[config.mk]
export PLATFORM = sky130hd
export DESIGN_NAME = pipe_wb_stage
export DESIGN_NICKNAME = d
export VERILOG_FILES = /design/src/rtl/pipe_wb_stage.sv
export SDC_FILE = /design/constraint.sdc
export NUM_CORES = 1
export LEC_CHECK = 0
export CAP_MARGIN = 40
export CELL_PAD_IN_SITES_DETAIL_PLACEMENT = 0
export CELL_PAD_IN_SITES_GLOBAL_PLACEMENT = 1
export CORE_MARGIN = 2
export CORE_UTILIZATION = 37
export CTS_CLUSTER_SIZE = 25
export DETAILED_ROUTE_END_ITERATION = 10
export PLACE_DENSITY = 0.91
export SYNTH_ARGS = -nofsm -noshare
export SYNTH_HDL_FRONTEND = slang
export SYNTH_SLANG_ARGS = --single-unit
[constraint.sdc]
create_clock -name clk -period 2.19 [get_ports clk]
set_input_delay 0.438 -clock clk [delete_from_list [all_inputs] [get_ports clk]]
set_output_delay 0.438 -clock clk [all_outputs]
set_load 0.02 [all_outputs]
[src/rtl/pipe_wb_stage.sv]
// MEM->WB write-back register with valid/ready handshake and a two-entry skid buffer.
// Carries NCH independent write-back channels; counts stalled cycles.

module pipe_wb_lane #(
    parameter int DATA_W        = 32,
    parameter int ADDR_W        = 5,
    parameter int ZERO_SUPPRESS = 1
) (
    input  logic              vld,
    input  logic              we,
    input  logic [DATA_W-1:0] wd,
    input  logic [ADDR_W-1:0] wr,
    output logic              out_we,
    output logic [DATA_W-1:0] out_wd,
    output logic [ADDR_W-1:0] out_wr
);
    logic x0_hit;

    assign x0_hit = (ZERO_SUPPRESS != 0) && (wr == '0);
    assign out_we = vld & we & ~x0_hit;
    assign out_wd = vld ? wd : '0;
    assign out_wr = vld ? wr : '0;
endmodule

module pipe_wb_stage #(
    parameter int DATA_W        = 32,
    parameter int ADDR_W        = 5,
    parameter int NCH           = 1,
    parameter int ZERO_SUPPRESS = 1,
    parameter int CNT_W         = 16
) (
    input  logic                  clk,
    input  logic                  rst,
    input  logic                  in_valid,
    output logic                  in_ready,
    input  logic [NCH-1:0]        in_we,
    input  logic [NCH*DATA_W-1:0] in_wd,
    input  logic [NCH*ADDR_W-1:0] in_wr,
    input  logic                  flush,
    output logic                  out_valid,
    input  logic                  out_ready,
    output logic [NCH-1:0]        out_we,
    output logic [NCH*DATA_W-1:0] out_wd,
    output logic [NCH*ADDR_W-1:0] out_wr,
    output logic [CNT_W-1:0]      stall_cnt
);
    typedef struct packed {
        logic [NCH-1:0]             we;
        logic [NCH-1:0][DATA_W-1:0] wd;
        logic [NCH-1:0][ADDR_W-1:0] wr;
    } bundle_t;

    typedef enum logic [1:0] {EMPTY, ONE, TWO} state_t;

    state_t           state, state_nxt;
    bundle_t          m_q, s_q, m_nxt, s_nxt, in_b;
    logic             in_ready_q;
    logic             in_xfer, out_xfer;
    logic [CNT_W-1:0] cnt_q;

    assign in_b      = {in_we, in_wd, in_wr};
    assign out_valid = (state != EMPTY);
    assign in_ready  = in_ready_q;
    assign in_xfer   = in_valid & in_ready_q;
    assign out_xfer  = out_valid & out_ready;
    assign stall_cnt = cnt_q;

    always_comb begin
        state_nxt = state;
        m_nxt     = m_q;
        s_nxt     = s_q;
        if (flush) begin
            state_nxt = EMPTY;
        end else begin
            case (state)
                EMPTY: if (in_xfer) begin
                    state_nxt = ONE;
                    m_nxt     = in_b;
                end
                ONE: begin
                    if (in_xfer && out_xfer) begin
                        m_nxt = in_b;
                    end else if (in_xfer) begin
                        state_nxt = TWO;
                        s_nxt     = in_b;
                    end else if (out_xfer) begin
                        state_nxt = EMPTY;
                    end
                end
                TWO: if (out_xfer) begin
                    state_nxt = ONE;
                    m_nxt     = s_q;
                end
                default: state_nxt = EMPTY;
            endcase
        end
    end

    // in_ready is registered from the next state so WB back-pressure never
    // reaches MEM through a combinational path.
    always_ff @(posedge clk) begin
        if (rst) begin
            state      <= EMPTY;
            in_ready_q <= 1'b1;
            m_q        <= '0;
            s_q        <= '0;
            cnt_q      <= '0;
        end else begin
            state      <= state_nxt;
            in_ready_q <= (state_nxt != TWO);
            m_q        <= m_nxt;
            s_q        <= s_nxt;
            if (out_valid && !out_ready && !(&cnt_q))
                cnt_q <= cnt_q + 1'b1;
        end
    end

    for (genvar k = 0; k < NCH; k++) begin : g_lane
        pipe_wb_lane #(
            .DATA_W       (DATA_W),
            .ADDR_W       (ADDR_W),
            .ZERO_SUPPRESS(ZERO_SUPPRESS)
        ) u_lane (
            .vld   (out_valid),
            .we    (m_q.we[k]),
            .wd    (m_q.wd[k]),
            .wr    (m_q.wr[k]),
            .out_we(out_we[k]),
            .out_wd(out_wd[k*DATA_W +: DATA_W]),
            .out_wr(out_wr[k*ADDR_W +: ADDR_W])
        );
    end
endmodule

Word-level counts from Yosys, hierarchy flattened
Index checks and enable logic that the tools add are counted.
- register bits: 95
- bits of input ports: 43
- output and inout port bits: 56
- add/subtract/negate cells: 1
- equal/unequal tests: 6
- mux-type cells: 13
- bitwise logic cells: 7
- reduce and logical (&&, ||, !) cells: 12
- operators with widths (cell ; count):
    $mux W38 ; 3
    $pmux W38 S3 ; 1
    $mux W32 ; 1
    $add A16 B1 Y16 const B ; 1
    $reduce_and A16 Y1 ; 1
    $mux W2 ; 6
    $ne A2 B2 Y1 const B ; 4
    $pmux W2 S3 ; 1
    $logic_not A5 Y1 ; 1
    $mux W5 ; 1
    $reduce_and A5 Y1 ; 1
    $and A1 B1 Y1 ; 4
    $reduce_and A4 Y1 ; 1
    $logic_and A1 B1 Y1 ; 3
    $not A1 Y1 ; 3
    $reduce_bool A3 Y1 ; 1
    $eq A2 B1 Y1 const B ; 1
    $eq A2 B2 Y1 const B ; 1
    $logic_not A1 Y1 ; 2
    $logic_not A2 Y1 ; 1
    $reduce_bool A2 Y1 ; 1

Longest topological paths before layout
- word-level depth: 8
- mapped depth: 8

By module
A second synthesis with hierarchy kept.
- cell total of the unflattened synthesis: 590
- area, all modules: 4594.4 µm²
- modules (own cells, without submodules) (module ; instances ; cells an instance ; area an instance (µm²) ; seq. area each (µm²)):
    pipe_wb_stage ; 1 ; 547 ; 4329.2 ; 1901.8
    pipe_wb_lane ; 1 ; 43 ; 265.3 ; 0.0

Least setup slack after synthesis
Ideal clock, no wire load.
- path type: register to register
- start: register cnt_q[0] (netlist: stall_cnt[0])
- end: register cnt_q[0] (netlist: stall_cnt[0])
- setup time: 0.121 ns
- data arrival time: 1.713 ns
- required time: 2.069 ns
- slack: 0.356 ns
- stages on the path, launching flop included: 6
- clock period less this slack: 1.834 ns
- cell sequence: dfxtp_1 > ha_1 > nand4_1 > nor4_4 > nor2_1 > mux2_2
- cells in the longest elaborated chain, start to end: 3
- elaborated cells on any way between the ends: 4
- ends and longest elaborated chain (what ; RTL line ; text):
    start, declared ; 59 ; logic [CNT_W-1:0] cnt_q;
    start signal, assigned ; 114 ; cnt_q <= cnt_q + 1'b1;
    parallel branches: the longest is 3 deep, another holds $add A16 B1 Y16 ; n/a ;
Parallel ways; which one is timed is not known.
A chain may end at the register's enable or synchronous reset.

Worst setup path after layout
- start: register m_q[0] (netlist name)
- end: output port out_we
- cells in the longest elaborated chain, start to end: 3
- ends and longest elaborated chain (what ; RTL line ; text):
    start, declared ; 56 ; bundle_t m_q, s_q, m_nxt, s_nxt, in_b;
    start signal, assigned ; 111 ; m_q <= m_nxt;
    $logic_not A5 Y1 ; 19 ; assign x0_hit = (ZERO_SUPPRESS != 0) && (wr == '0);
    $not A1 Y1 ; 20 ; assign out_we = vld & we & ~x0_hit;
    $and A1 B1 Y1 ; 20 ;
    end, declared ; 42 ; output logic [NCH-1:0] out_we,
No other way between the ends.

==> out/metrics.csv <==
metric,value,unit
total gr overflow,0,
Tcrit/Tclk final,95.0,%
cts hold-fix bufs,0,
Synth async-reset ratio,0,%
Comb power frac,9.5,%
Area Overhead vs Synth,32.6,%
Antenna diodes,0,
power per cell area,630,nW/µm²
Clock Latency Late Sink,0.34,ns
Pre-antenna DRT Iters,4,
post-synthesis net count,584,
Slew @ Worst Pin,0.707,ns
max cap viols,0,
"count leader, synth",dfxtp_1,
CTS tree,done,
Multi-input gate area,2380,µm²
register area,1900,µm²
syn avg cell area,8.28,µm²
Seq pwr share,48.0,%
Yosys warning count,0,
Worst EP arrival,1.64,ns
fin crit period,2.08,ns
Slew Limit Fails,0,
num ports,99,
P_int,2.89,mW
I/O Buffers,98,
Gate Count Post-Synth,540,
per-cell routed wire length,15.0,µm
synth top area cells,"dfxtp_1 43%, a21oi_1 9.6%, mux2i_1 9.0%",
Root Driver,clkbuf_16,
Post-synth top cells,"95 x dfxtp_1, 86 x a21oi_1, 81 x nand2_1",
RSZ-0062 raised after global routing,false,
largest net degree at the start of global routing,77,
Post-synth EDFFs,0,
first-pass GRT wire length,18.5,mm
"Seq/Total Area, Yosys",42.5,%
Synth top area share,42.5,%
hold depth,2,
vias in the first global route,3686,
chip height,114,µm
"CTS clk-pin slew, worst paths",0.06,ns
fin nets,665,
worst vdd ir,0.000293,V
post-route setup slack,0.109,ns
main flop type after synthesis,dfxtp_1,
First DRT Iteration DRCs,306,
Leakage,2.78,nW
startpoint types,register,
worst endpoint required time,1.75,ns
post-placement worst setup slack,-0.0384,ns
routed vias/inst,5.24,
Crit. End Element,primary output,
achievable frequency,481,MHz
post-route ant nets,0,
Setup CP Type,register to primary output,
DP HPWL,7.01,mm
TritonCTS buffer count,9,
Routed WL,11.6,mm
layout cells sized above 1,7.19,%
Starting Density,37.5,%
final setup vio count,0,
Power Total,3.73,mW
leading area contributor after synthesis,dfxtp_1,
clk_skew,0.00951,ns
peak fanout along the critical path,3,
Sw Share,22.6,%
core box area,11900,µm²
max_slew headroom,52.9,%
count of final hold-check violations,0,
via count,4050,
die width,114,µm
status,"complete, no violations",
Clock Sinks,95,
die area,13000,µm²
Psw,0.843,mW
antenna violations before repair,0,
GPL Wtd Cong,0.860,
"flops & latches, synth",95,
R2R depth,6,
hold crit path type,register to register,
Tot GR Track Use,17.7,%
# rows,40,
clk buf depth,2,
fillers,1167,
clock power share,42.5,%
Synth cell types,43,
DRC Markers,0,
H-tree lvl count,3,
synthesized area,4470,µm²
## layer usage
metal  global-route usage, %  share of wire, %  up-vias
met5                       0                 0        -
met4                    6.26               1.6        0
met3                    3.19               4.8       14
met2                    28.4                47       91
met1                    24.0                46     1893
li1                        -                 -     2052
## repair_timing
item / in CTS / in global routing
setup buffers: 0 / 0
hold endpoints to repair: 0 / 0
gates cloned: 3 / 0
gates resized for setup: 22 / 22
endpoints found under the setup margin: 39 / 22
pin swaps: 1 / 0
## power by group through the flow
stage | sequential, mW | combinational, mW | clock, mW
floorplan | 1.82 | 0.189 | 0
global placement | 1.83 | 0.340 | 0
detailed placement | 1.83 | 0.350 | 0
CTS | 1.79 | 0.358 | 1.62
global route | 1.79 | 0.389 | 1.69
finish | 1.79 | 0.354 | 1.59
## cells by family after synthesis
| logic type | share of synthesized area (%) |
|---|---|
| XOR/XNOR | 0.196 |
| flip-flops | 42.5 |
| adder cells (fa/ha/maj) | 0.280 |
| AND/OR/NAND/NOR | 25.4 |
| AO/OA/AOI/OAI | 16.9 |
| multiplexers | 9.71 |
| buffers and inverters | 5.04 |
## path summary, 6_finish.rpt
path	start	end	slack [ns]
hold reg to reg	s_q[26]	s_q[26]	0.45
hold / removal	s_q[26]	s_q[26]	0.45
setup / recovery	m_q[0]	out_we	0.11
setup reg to reg	state[0]	m_q[10]	0.19
## cells in the final DEF (no fill, tap or decap), types with 4 or more instances in the layout
| master | instances |
|---|---|
| a21oi_1 | 86 |
| and2_1 | 38 |
| and3_1 | 4 |
| buf_4 | 11 |
| clkbuf_16 | 9 |
| clkdlybuf4s50_1 | 58 |
| dfxtp_1 | 93 |
| dlygate4sd2_1 | 16 |
| dlymetal6s2s_1 | 22 |
| mux2i_1 | 40 |
| nand2_1 | 81 |
| nand3_1 | 6 |
| nor2_1 | 7 |
| nor2b_1 | 4 |
| o21ai_0 | 42 |
| o31ai_1 | 5 |
| or2_4 | 4 |
| or3_1 | 43 |
| or4_1 | 6 |
## state kept, by name, indices dropped and copies added (netlist names)
| name | flops |
|---|---|
| stall_cnt | 16 |
| in_ready | 1 |
| m_q | 38 |
| s_q | 38 |
| state | 2 |
## final cells by class
type | instances | area share (%)
multi-input combinational | 400 | 40.1
tap | 147 | 3.10
clock inverter | 2 | 0.654
inverter | 3 | 0.190
timing repair buffer | 112 | 19.4
sequential | 95 | 32.1
clock buffer | 14 | 4.45
## per-stage QoR
stage	util (%)	instances	cell area, µm²	hold WS, ns	TNS, ns
after floorplan	-	540	4470	0.436	0
after global placement	46.7	754	5560	0.441	0
after detailed placement	46.7	754	5560	0.446	-0.0457
after CTS	49.3	773	5870	0.454	0
after global routing	49.8	773	5930	0.469	0
final	49.8	773	5930	0.451	0
## worst max-delay path, stage by stage (launching register included)
cell and delay, ns:
dfxtp_1 0.32, or3_1 0.38, o311a_1 0.29, dlygate4sd2_1 0.32
Power figures use the tool's default switching activity.
